--- src/rtl/usb_hid_key_scheduler.sv ---
// Round-robin key-event arbiter, event FIFO and press/hold/release/gap report
// sequencer feeding the EP81 boot-keyboard byte stream.
module usb_hid_key_scheduler #(
  parameter int FIFO_AW     = 3,
  parameter int HOLD_CYCLES = 600000,
  parameter int GAP_CYCLES  = 600000
) (
  input  logic               clk,
  input  logic               rst,
  input  logic               usb_rstn,
  input  logic [15:0]        a_key_value,
  input  logic               a_key_valid,
  output logic               a_key_ready,
  input  logic [15:0]        b_key_value,
  input  logic               b_key_valid,
  output logic               b_key_ready,
  output logic [7:0]         ep81_data,
  output logic               ep81_valid,
  input  logic               ep81_ready,
  output logic               busy,
  output logic [FIFO_AW:0]   fifo_level
);

  localparam int DEPTH   = 1 << FIFO_AW;
  localparam int MAX_CYC = (HOLD_CYCLES > GAP_CYCLES) ? HOLD_CYCLES : GAP_CYCLES;
  localparam int CW      = $clog2(MAX_CYC + 1);
  localparam logic [FIFO_AW:0] FULL_LVL  = (FIFO_AW + 1)'(DEPTH);
  localparam logic [CW-1:0]    HOLD_LAST = CW'(HOLD_CYCLES - 1);
  localparam logic [CW-1:0]    GAP_LAST  = CW'(GAP_CYCLES - 1);

  typedef enum logic [2:0] {
    S_IDLE, S_PRESS, S_HOLD, S_RELEASE, S_GAP
  } state_t;

  state_t              state, state_next;
  logic [2:0]          idx, idx_next;
  logic [CW-1:0]       cnt, cnt_next;
  logic [15:0]         report;
  logic [15:0]         mem [DEPTH];
  logic [FIFO_AW-1:0]  wr_ptr, rd_ptr;
  logic [FIFO_AW:0]    level;
  logic                last_b;
  logic                flush, full, empty;
  logic                grant_a, grant_b, push, pop;
  logic [15:0]         push_value;

  assign flush = rst | ~usb_rstn;
  assign full  = (level == FULL_LVL);
  assign empty = (level == '0);

  // Readies come from the registered level, so a same-cycle pop never frees a slot early.
  always_comb begin
    // NOTE: every always_comb output gets a default first so no path leaves it unassigned (no latch).
    grant_a = 1'b0;
    grant_b = 1'b0;
    if (!flush && !full) begin
      if (a_key_valid && (!b_key_valid || last_b)) grant_a = 1'b1;
      else if (b_key_valid)                        grant_b = 1'b1;
    end
  end

  assign a_key_ready = grant_a;
  assign b_key_ready = grant_b;
  assign push        = grant_a | grant_b;
  assign push_value  = grant_a ? a_key_value : b_key_value;

  always_comb begin
    state_next = state;
    idx_next   = idx;
    cnt_next   = cnt;
    pop        = 1'b0;
    case (state)
      S_IDLE: begin
        if (!empty) begin
          pop        = 1'b1;
          idx_next   = 3'd0;
          state_next = S_PRESS;
        end
      end
      S_PRESS, S_RELEASE: begin
        if (ep81_ready) begin
          if (idx == 3'd7) begin
            idx_next   = 3'd0;
            cnt_next   = '0;
            state_next = (state == S_PRESS) ? S_HOLD : S_GAP;
          end else begin
            idx_next = idx + 3'd1;
          end
        end
      end
      S_HOLD: begin
        if (cnt == HOLD_LAST) begin
          idx_next   = 3'd0;
          state_next = S_RELEASE;
        end else begin
          cnt_next = cnt + CW'(1);
        end
      end
      S_GAP: begin
        if (cnt == GAP_LAST) state_next = S_IDLE;
        else                 cnt_next   = cnt + CW'(1);
      end
      default: state_next = S_IDLE;
    endcase
  end

  always_ff @(posedge clk) begin
    // NOTE: sequential state uses non-blocking assignments so every register samples pre-edge values.
    if (flush) begin
      state  <= S_IDLE;
      idx    <= 3'd0;
      cnt    <= '0;
      report <= 16'h0000;
      wr_ptr <= '0;
      rd_ptr <= '0;
      level  <= '0;
      last_b <= 1'b1;
    end else begin
      state <= state_next;
      idx   <= idx_next;
      cnt   <= cnt_next;
      if (push) begin
        wr_ptr <= wr_ptr + FIFO_AW'(1);
        last_b <= grant_b;
      end
      if (pop) begin
        rd_ptr <= rd_ptr + FIFO_AW'(1);
        report <= mem[rd_ptr];
      end
      case ({push, pop})
        2'b10:   level <= level + (FIFO_AW + 1)'(1);
        2'b01:   level <= level - (FIFO_AW + 1)'(1);
        default: level <= level;
      endcase
    end
  end

  // NOTE: the storage array has no reset; the pointers and level alone decide which entries are live.
  always_ff @(posedge clk) begin
    if (push) mem[wr_ptr] <= push_value;
  end

  always_comb begin
    ep81_valid = (state == S_PRESS) || (state == S_RELEASE);
    ep81_data  = 8'h00;
    if (state == S_PRESS) begin
      case (idx)
        3'd0:    ep81_data = report[15:8];
        3'd2:    ep81_data = report[7:0];
        default: ep81_data = 8'h00;
      endcase
    end
  end

  assign busy       = (state != S_IDLE) || !empty;
  assign fifo_level = level;

endmodule

--- config.mk ---
export PLATFORM = sky130hd
export DESIGN_NAME = usb_hid_key_scheduler
export DESIGN_NICKNAME = d
export VERILOG_FILES = /design/src/rtl/usb_hid_key_scheduler.sv
export SDC_FILE = /design/constraint.sdc
export NUM_CORES = 1
export LEC_CHECK = 0
export ABC_CLOCK_PERIOD_IN_PS = 6900
export CORE_ASPECT_RATIO = 0.6
export CORE_MARGIN = 4
export CORE_UTILIZATION = 54
export DETAILED_ROUTE_END_ITERATION = 8
export DONT_BUFFER_PORTS = 1
export GPL_TIMING_DRIVEN = 0
export PLACE_DENSITY = 0.71
export SETUP_SLACK_MARGIN = 0.15
export SLEW_MARGIN = 0
export SYNTH_ARGS = -nofsm -noshare
export SYNTH_HDL_FRONTEND = slang
export SYNTH_SLANG_ARGS = --single-unit
export TNS_END_PERCENT = 30
--- constraint.sdc ---
create_clock -name clk -period 6.9 [get_ports clk]
set_input_delay 1.38 -clock clk [delete_from_list [all_inputs] [get_ports clk]]
set_output_delay 1.38 -clock clk [all_outputs]
set_load 0.02 [all_outputs]
==> results by group, run 1 <==
Status
  – Status: completed

Placed design
  – Worst slack, placed: 2.45 ns
  – PortBufs: 0
  – Placer Congestion: 0.896
  – Total placed instance area: 8250 um2
  – Post-DP HPWL: 12300 um

Synth
  – Area share of and/or/nand/nor cells after synthesis: 0.0928
  – Predominant post-synthesis flop cell: edfxtp_1
  – #FFs+latches synth: 181
  – Library cells used by synthesis: 61
  – Synth warn: 0
  – Yosys top cell area share: 0.488
  – Ys async rst share: 0
  – Post-Synthesis Cells: 553
  – Largest family of logic cells by synthesized area: multiplexers
  – Post-Synth XOR/XNOR Area: 0.00890
  – Post-synth EDFFs: 128
  – Synth Cell Area: 7870 um2
  – Area contributors post-synth: edfxtp_1, dfxtp_1, mux4_2
  – Leading area contributor after synthesis: edfxtp_1
  – Post-Synth Adder-Cell Area: 0.0159
  – Mux cell area share after synthesis: 0.146
  – Net Count, Synth: 601
  – Compound-Gate Fraction of Synth Area: 0.0881
  – Syn_area_per_cell: 14.2 um2
  – Sequential-to-total area share from yosys stat: 0.623

Clock tree
  – # Post-CTS Setup Buffers: 0
  – CTS Sinks: 181
  – Clock Tree Buf Depth: 2
  – Clk_lat worst skew: 0.43 ns
  – # resized after CTS: 0
  – Clock transition at path regs: 0.07 ns
  – Root buffer cell: clkbuf_16
  – TritonCTS clock tree: yes
  – H-Tree Depth: 4
  – CTS Hold Bufs: 0
  – Num CTS Buffers: 17

Critical path
  – Nature of the critical path endpoint: primary output
  – Critical path peak fanout: 10
  – Slowest-stage cell, CP: nand3_1
  – CP Cell Sequence: nand2b_1, nor2_1, nand3_1, buf_2, inv_1
  – Worst path arrival time: 3.12 ns
  – WS Path Type: input pin to primary output
  – Worst Path Buf+Inv: 2
  – CP Launch Type: input pin
  – Largest delay share family, worst path: simple AND/OR/NAND/NOR gates
  – Worst Path Required: 5.52 ns
  – Slowest stage delay, CP: 0.60 ns

Finish
  – Layout area overhead: 12.9%
  – Layout Nets: 630
  – Post-Layout Inst Area: 8890 um2
  – FILL cells: 1035
  – Layout cells sized above 1: 0.205
  – Inserted Diodes: 0

Global route
  – Vias in the first global route: 4685
  – Remaining Overflow, GRT: 0
  – Global-route wire length before repair: 27500 um
  – GRT Total Usage: 0.223
  – Pin count of the biggest net entering global routing: 18
  – Initial antenna violation count: 0

Power
  – Power density of the placed cells: 267 nW/um2
  – Tot Pwr: 2.37 mW
  – VDD IR max: 0.165 mV
  – Leak Pwr: 2.77 nW

Floorplan
  – Die Ht: 102 um
  – Core ar.: 14000 um2
  – I/O pins: 54
  – Initial core utilization: 0.564
  – # rows: 33
  – Die Footprint: 16600 um2
  – Die W: 164 um

STA
  – FMAX: 0.222 GHz
  – RSZ-0062 raised after global routing: no
  – Fin crit share: 0.652
  – Max_slew headroom: 0.394
  – Final setup viols: 0
  – Clk_skew: 0.00862 ns
  – Least-Margin Pin Slew: 0.906 ns
  – Final Hold Slack: 0.499 ns
  – Fin worst setup slack: 2.40 ns
  – Max Slew Vio Count: 0
  – Final hold violation count: 0
  – Tmin final: 4.50 ns
  – Setup TNS: 0 ns

Routing
  – Drt drc: 0
  – Drt wl/cell: 22.6 um
  – Routed vias/inst: 6.26
  – Via count: 4928
  – Final wirelength: 17800 um
  – Antenna Nets Post-Route: 0
  – Initial detailed-routing violation count: 526
  – Router iterations before antenna repair: 5

Worst hold path
  – HP Class: flop to flop

Job
  – Max cap viols: 0
[cell usage in the layout (no fill, tap or decap), drive strengths merged, types with 3 or more instances in the layout]
| cell | Yosys | final |
|---|---|---|
| and4 | 3 | 3 |
| and3 | 6 | 6 |
| mux2i | 25 | 25 |
| buf | 19 | 29 |
| or3 | 5 | 5 |
| dfxtp | 53 | 53 |
| o211ai | 3 | 3 |
| nor2b | 5 | 5 |
| a21oi | 28 | 28 |
| nor4 | 8 | 8 |
| edfxtp | 128 | 128 |
| mux2 | 16 | 16 |
| mux4 | 32 | 32 |
| ha | 10 | 10 |
| nand4 | 6 | 6 |
| xnor2 | 4 | 4 |
| nand2b | 5 | 5 |
| or4 | 4 | 4 |
| nor2 | 26 | 26 |
| a22oi | 8 | 8 |
| o21ai | 24 | 24 |
| a31oi | 8 | 8 |
| inv | 9 | 16 |
| a311oi | 7 | 7 |
| xor2 | 4 | 4 |
| a211oi | 6 | 6 |
| nor3 | 9 | 9 |
| nor4b | 4 | 4 |
| nand3 | 16 | 16 |
| nand2 | 25 | 25 |
| bufinv | 0 | 4 |
| a21o | 4 | 4 |
| clkbuf | 18 | 36 |
[path summary, 6_finish.rpt]
check / from / end / slack, ns / cells after the start
worst min register to register: cnt[15]$_SDFFE_PP0P_ / cnt[15]$_SDFFE_PP0P_ / 0.50 / 1
worst min-delay path: cnt[15]$_SDFFE_PP0P_ / cnt[15]$_SDFFE_PP0P_ / 0.50 / 1
worst max register to register: fifo_level[1]$_SDFFE_PP0P_ / fifo_level[2]$_SDFFE_PP0P_ / 3.58 / 12
worst max-delay path: rst / a_key_ready / 2.40 / 5
[cells in the mapped netlist, types with 5 or more instances]
library cell and count:
or3_1 5, mux2_2 16, nand2b_1 5, nor4_1 6, edfxtp_1 128, dfxtp_1 53, a31oi_1 8, nand4_1 6
clkbuf_1 17, o21ai_0 24, mux2i_1 25, buf_2 9, a21oi_1 27, nor3_1 9, buf_1 8, inv_1 9
ha_1 10, mux4_2 32, a22oi_1 8, nand3_1 16, nand2_1 25, nor2_1 26, a211oi_1 6, nor2b_1 5
and3_1 6
[per-layer routing]
layer  global-route usage  part of all wire  vias to the layer above
met5                    0                 0                        -
met3               0.0651             0.084                       17
li1                     -                 -                     2233
met4               0.0561            0.0093                        0
met2                0.313              0.43                      190
met1                0.344              0.47                     2488
[logic make-up (layout without fill, tap and decap cells)]
| family | count (synthesis) | in the layout |
|---|---|---|
| AO/OA/AOI/OAI | 103 | 103 |
| XOR/XNOR | 8 | 8 |
| adder cells (fa/ha/maj) | 10 | 10 |
| buffers and inverters | 46 | 88 |
| flip-flops | 181 | 181 |
| multiplexers | 73 | 73 |
| AND/OR/NAND/NOR | 132 | 132 |
[power breakdown]
group | total, mW | internal [mW] | switching, mW
sequential | 1.19 | 1.18 | 0.0110
clock | 1.05 | 0.618 | 0.428
combinational | 0.138 | 0.0475 | 0.0900
[stage by stage]
stage / std cells / utilization
6_report: 787 / 0.637
2_1_floorplan: 553 / -
3_3_place_gp: 745 / 0.581
4_1_cts: 787 / 0.637
3_5_place_dp: 755 / 0.591
5_1_grt: 787 / 0.637
[area by class of cell]
class	count	area, um2	share of cell area
Multi-Input combinational cell	326	2810	0.316
Buffer	37	163	0.0183
Clock inverter	14	210	0.0236
Timing Repair Buffer	10	97.6	0.0110
Clock buffer	18	429	0.0483
Sequential cell	181	4900	0.552
Tap cell	192	240	0.0270
Inverter	9	33.8	0.00380
[sequential cells by signal (all words and copies together) (netlist names), 3 cells and up]
register,flops
rd_ptr,3
state,3
report,16
cnt,20
idx,3
wr_ptr,3
fifo_level,4
mem,128
Power figures use the tool's default switching activity.
==> inputs of run 2 (changes only) <==
--- a/config.mk
+++ b/config.mk
@@ -5,7 +5,8 @@
 export SDC_FILE = /design/constraint.sdc
 export NUM_CORES = 1
 export LEC_CHECK = 0
-export ABC_CLOCK_PERIOD_IN_PS = 6900
+export ABC_AREA = 1
+export ABC_CLOCK_PERIOD_IN_PS = 4350
 export CORE_ASPECT_RATIO = 0.6
 export CORE_MARGIN = 4
 export CORE_UTILIZATION = 54
==> constraint.sdc (replaced) <==
create_clock -name clk -period 4.35 [get_ports clk]
set_input_delay 0.87 -clock clk [delete_from_list [all_inputs] [get_ports clk]]
set_output_delay 0.87 -clock clk [all_outputs]
set_load 0.02 [all_outputs]
==> results by group, run 2 <==
Synth
  – Top-count cell post-synth: nand2_1
  – Synth Cell Area: 8000 um2
  – Sequential-to-total area share from yosys stat: 0.613
  – Area share of and/or/nand/nor cells after synthesis: 0.197
  – Syn_area_per_cell: 9.49 um2
  – Synth warn: 0
  – #FFs+latches synth: 181
  – Compound-Gate Fraction of Synth Area: 0.120
  – Post-Synth Adder-Cell Area: 0.0156
  – Predominant post-synthesis flop cell: edfxtp_1
  – Area contributors post-synth: edfxtp_1, dfxtp_1, nand2_1
  – Yosys top cell area share: 0.480
  – Leading area contributor after synthesis: edfxtp_1
  – Post-synth EDFFs: 128
  – Largest family of logic cells by synthesized area: simple AND/OR/NAND/NOR gates
  – Net Count, Synth: 891
  – Ys async rst share: 0
  – Post-Synth XOR/XNOR Area: 0.00766
  – Mux cell area share after synthesis: 0
  – Post-Synthesis Cells: 843
  – Synth cell count leaders: nand2_1, nor2_1, edfxtp_1
  – Library cells used by synthesis: 33

STA
  – Fin crit share: 0.684
  – Max Slew Vio Count: 0
  – FMAX: 0.336 GHz
  – Clk_skew: 0.0121 ns
  – Final setup viols: 0
  – Tmin final: 2.98 ns
  – Least-Margin Pin Slew: 0.735 ns
  – Final hold violation count: 0
  – Max_slew headroom: 0.510
  – Setup TNS: 0 ns
  – RSZ-0062 raised after global routing: no
  – Final Hold Slack: 0.471 ns

Finish
  – Layout cells sized above 1: 0.0815
  – FILL cells: 1162
  – Final cell count without fillers: 1081
  – Most common cell after layout, fill and taps aside: nand2_1
  – Layout area overhead: 12.4%
  – Largest Register: mem
  – Max reg flops: 128
  – Inserted Diodes: 0
  – Largest regs: mem (128), cnt (20), report (16)
  – Most frequent cells in the layout: nand2_1, nor2_1, edfxtp_1
  – Finished Core Util: 0.620
  – Layout Nets: 918

Clock tree
  – Num CTS Buffers: 17
  – Clk_lat worst skew: 0.43 ns
  – TritonCTS clock tree: yes
  – H-Tree Depth: 4
  – CTS Hold Bufs: 0
  – CTS Sinks: 181
  – # resized after CTS: 0
  – Root buffer cell: clkbuf_16
  – # Post-CTS Setup Buffers: 0
  – Clock Tree Buf Depth: 2
  – Clock transition at path regs: 0.07 ns

Worst hold path
  – HP Class: flop to flop

Global route
  – Pin count of the biggest net entering global routing: 18
  – Initial antenna violation count: 0
  – Global-route wire length before repair: 33000 um
  – GRT Total Usage: 0.265
  – Vias in the first global route: 5851
  – Remaining Overflow, GRT: 0

Job
  – Max cap viols: 0

Placed design
  – Post-DP HPWL: 15400 um
  – Placer Congestion: 0.939
  – PortBufs: 0
  – Placed cells: 1049

Routing
  – Routed vias/inst: 6.01
  – Antenna Nets Post-Route: 0
  – Drt drc: 0
  – Via count: 6492
  – Initial detailed-routing violation count: 1002
  – Final wirelength: 21700 um
  – Drt wl/cell: 20.1 um
  – Router iterations before antenna repair: 6

Critical path
  – Critical path peak fanout: 10
  – CP Cell Sequence: nor2_1, nand3_1, nand3_2, clkinv_1, buf_2
  – WS Path Type: flop to primary output
  – Worst Path Required: 3.48 ns
  – Worst path arrival time: 2.11 ns
  – Slowest-stage cell, CP: dfxtp_1
  – Largest delay share family, worst path: buffers and inverters
  – CP Launch Type: flop
  – Slowest stage delay, CP: 0.43 ns
  – Worst Path Buf+Inv: 2
  – Nature of the critical path endpoint: primary output

Floorplan
  – I/O pins: 54
  – Die Footprint: 16900 um2
  – Core ar.: 14500 um2
  – Initial core utilization: 0.552
  – Die Ht: 102 um
  – Die W: 165 um
  – # rows: 34

Power
  – VDD IR max: 0.290 mV
  – Leak Pwr: 3.13 nW
  – Power density of the placed cells: 557 nW/um2

Status
  – Status: completed
==> run 2: cell count changes in the layout (fill, tap and decap cells not counted), moves of 32 or more <==
cell / before / now
mux4_2: 32 / 0
nand2_1: 25 / 168
nor2_1: 25 / 129
o21ai_0: 24 / 81
inv_1: 9 / 49
nand3_1: 16 / 50
==> run 2: kinds of logic after synthesis <==
group | count (synthesis)
DFF | 181
and+or+nand+nor | 382
AOI/OAI and AO/OA | 171
adders and majority gates | 10
buffers and inverters | 92
xor gates and xnor gates | 7
==> run 2: final timing paths <==
check                                                 from                          to  slack [ns]  depth (start not counted)
worst max-delay path            fifo_level[0]$_SDFFE_PP0P_                 a_key_ready        1.37                          5
worst min register to register      report[3]$_SDFFE_PP0P_      report[3]$_SDFFE_PP0P_        0.47                          2
worst min-delay path                report[3]$_SDFFE_PP0P_      report[3]$_SDFFE_PP0P_        0.47                          2
worst max register to register  fifo_level[0]$_SDFFE_PP0P_  fifo_level[2]$_SDFFE_PP0P_        1.41                         12
==> run 2: layout make-up <==
class                           instances  area [um2]  area share
Buffer                                 36         161      0.0179
Sequential cell                       181        4900       0.545
Clock buffer                           17         425      0.0473
Timing Repair Buffer                    8         133      0.0147
Clock inverter                         15         166      0.0185
Tap cell                              198         248      0.0275
Multi-Input combinational cell        570        2750       0.305
Inverter                               56         210      0.0234
==> run 2: worst min-delay path: cells and delay by family (launching register included) <==
| kind | cells | cell delay, ns |
|---|---|---|
| DFF | 1 | 0.31 |
| and+or+nand+nor | 1 | 0.06 |
| AOI/OAI and AO/OA | 1 | 0.06 |
==> run 2: where the power goes <==
| group | leakage [nW] | internal [mW] | total, mW | switching [mW] |
|---|---|---|---|---|
| sequential | 1.59 | 1.92 | 1.99 | 0.0617 |
| clock | 0.291 | 0.863 | 1.57 | 0.703 |
| combinational | 1.25 | 0.365 | 1.46 | 1.09 |
| total | 3.13 | 3.15 | 5.01 | 1.86 |
==> run 2: layer usage <==
layer	share of wire	vias to the layer above	GRT usage
li1	-	2975	-
met1	0.44	3097	0.405
met2	0.42	376	0.374
met3	0.13	44	0.0721
met4	0.014	0	0.0722
met5	0	-	0
==> run 2: metrics by stage <==
step | total power [mW] | cell area, um2 | setup WS (ns)
after global placement | 3.38 | 8250 | 0.715
after detailed placement | 3.44 | 8400 | 1.36
after global routing | 5.24 | 8990 | 1.15
after CTS | 4.98 | 8990 | 1.35
final | 5.01 | 8990 | 1.37
after floorplan | 2.97 | 8000 | 1.56
==> inputs of run 3 (changes only) <==
--- a/config.mk
+++ b/config.mk
@@ -6,14 +6,14 @@
 export NUM_CORES = 1
 export LEC_CHECK = 0
 export ABC_AREA = 1
-export ABC_CLOCK_PERIOD_IN_PS = 4350
+export ABC_CLOCK_PERIOD_IN_PS = 2410
 export CORE_ASPECT_RATIO = 0.6
 export CORE_MARGIN = 4
 export CORE_UTILIZATION = 54
 export DETAILED_ROUTE_END_ITERATION = 8
 export DONT_BUFFER_PORTS = 1
 export GPL_TIMING_DRIVEN = 0
-export PLACE_DENSITY = 0.71
+export PLACE_DENSITY = 0.74
 export SETUP_SLACK_MARGIN = 0.15
 export SLEW_MARGIN = 0
 export SYNTH_ARGS = -nofsm -noshare
==> constraint.sdc (replaced) <==
create_clock -name clk -period 2.41 [get_ports clk]
set_input_delay 0.482 -clock clk [delete_from_list [all_inputs] [get_ports clk]]
set_output_delay 0.482 -clock clk [all_outputs]
set_load 0.02 [all_outputs]
==> results by group, run 3 (synthesis results as in run 2) <==
Status
  – Status: completed

Routing
  – Router iterations before antenna repair: 5
  – Antenna Nets Post-Route: 0
  – Drt wl/cell: 19.9 um
  – Routed vias/inst: 5.91
  – Initial detailed-routing violation count: 841
  – Drt drc: 0
  – Final wirelength: 21600 um
  – Via count: 6421

Finish
  – Largest Register: mem
  – Most frequent cells in the layout: nand2_1, edfxtp_1, nor2_1
  – Most common cell after layout, fill and taps aside: nand2_1
  – Largest regs: mem (128), cnt (20), report (16)
  – Layout Nets: 924
  – Layout area overhead: 14.7%
  – Inserted Diodes: 0
  – Max reg flops: 128
  – Post-Layout Inst Area: 9180 um2
  – Layout cells sized above 1: 0.117

Placed design
  – Total placed instance area: 8350 um2
  – Post-DP HPWL: 14800 um
  – PortBufs: 0
  – Placer Congestion: 0.928

STA
  – Least-Margin Pin Slew: 0.695 ns
  – Final hold violation count: 0
  – Final Hold Slack: 0.366 ns
  – RSZ-0062 raised after global routing: yes
  – Fin crit share: 0.955
  – FMAX: 0.434 GHz
  – Tmin final: 2.30 ns
  – Max_slew headroom: 0.537
  – Clk_skew: 0.0129 ns
  – Setup TNS: 0 ns
  – Final setup viols: 0
  – Max Slew Vio Count: 0

Global route
  – GRT Total Usage: 0.262
  – Vias in the first global route: 5824
  – Initial antenna violation count: 0
  – Remaining Overflow, GRT: 0
  – Pin count of the biggest net entering global routing: 19
  – Global-route wire length before repair: 32700 um

Clock tree
  – CTS Sinks: 181
  – H-Tree Depth: 4
  – Clock Tree Buf Depth: 2
  – Num CTS Buffers: 17
  – TritonCTS clock tree: yes
  – Clk_lat worst skew: 0.44 ns
  – Clock transition at path regs: 0.08 ns
  – Root buffer cell: clkbuf_16

Floorplan
  – Die W: 165 um
  – # rows: 34
  – Initial core utilization: 0.552
  – Die Footprint: 16900 um2
  – Die Ht: 102 um
  – Core ar.: 14500 um2
  – I/O pins: 54

Power
  – Leak Pwr: 3.17 nW
  – Switching Fraction: 0.377
  – Seq pwr share: 0.396
  – Tot Pwr: 9.11 mW
  – Power density of the placed cells: 993 nW/um2
  – Sw power: 3.43 mW
  – VDD IR max: 0.629 mV
  – Clock network fraction of design power: 0.304
  – Combinational cell fraction of total power: 0.301
  – Internal power: 5.68 mW

Worst hold path
  – HP Class: input pin to flop
  – Hold Crit Depth: 3

Critical path
  – Cells on worst reg2reg path: 12
  – Nature of the critical path endpoint: primary output
  – Worst Path Required: 1.93 ns
  – CP Launch Type: flop
  – Worst path arrival time: 1.82 ns
  – Critical path peak fanout: 9
  – WS Path Type: flop to primary output

Job
  – Max cap viols: 0
==> run 3: cell types whose count changed in the layout (fill, tap and decap cells not counted), sizes merged <==
cell / change
buf: +6
bufinv: -1
clkinv: +1
clkinvlp: -1
inv: +1
==> run 3: worst max-delay path, stage by stage, from the launching register on <==
cell and delay [ns]:
dfxtp_1 0.40, nand2_1 0.14, inv_2 0.20, nand2_2 0.27
a21oi_2 0.35
==> run 3: timing repair <==
action	in CTS	in global routing
gates resized for setup	36	12
buffers inserted	0	8
hold buffers	0	0
setup endpoints to repair	104	109
pin swaps	0	3
==> run 3: worst paths after layout <==
kind | to | slack [ns] | from
worst max-delay path | ep81_data[2] | 0.11 | state[0]$_SDFFE_PP0P_
worst max register to register | fifo_level[2]$_SDFFE_PP0P_ | 0.19 | fifo_level[0]$_SDFFE_PP0P_
worst min-delay path | state[0]$_SDFFE_PP0P_ | 0.37 | ep81_ready
worst min register to register | report[12]$_SDFFE_PP0P_ | 0.47 | report[12]$_SDFFE_PP0P_
==> run 3: final cells by class <==
class | instances | area [um2]
Clock inverter | 15 | 158
Fill cell | 1132 | 5320
Tap cell | 198 | 248
Sequential cell | 181 | 4910
Multi-Input combinational cell | 570 | 2910
Inverter | 56 | 216
Clock buffer | 17 | 425
Buffer | 36 | 174
Timing Repair Buffer | 14 | 143
==> run 3: per-stage QoR <==
step	setup WS, ns	instances	util
after floorplan	0.00913	843	-
after global placement	-0.795	1041	0.569
after detailed placement	-0.347	1047	0.576
after CTS	0.137	1079	0.626
after global routing	0.0277	1087	0.633
final	0.108	1087	0.633
==> run 3: per-layer routing <==
metal,wire [um],global-route usage
met1,9560,0.404
met2,9120,0.368
met3,2530,0.0645
met4,382,0.0748
met5,0,0
==> run 3: power groups by stage <==
stage | Combinational, mW | Clock, mW | Sequential, mW
4_1_cts | 2.60 | 2.77 | 3.59
3_3_place_gp | 2.43 | 0 | 3.65
6_report | 2.74 | 2.77 | 3.61
5_1_grt | 2.99 | 2.95 | 3.62
3_5_place_dp | 2.49 | 0 | 3.65
2_1_floorplan | 1.74 | 0 | 3.62
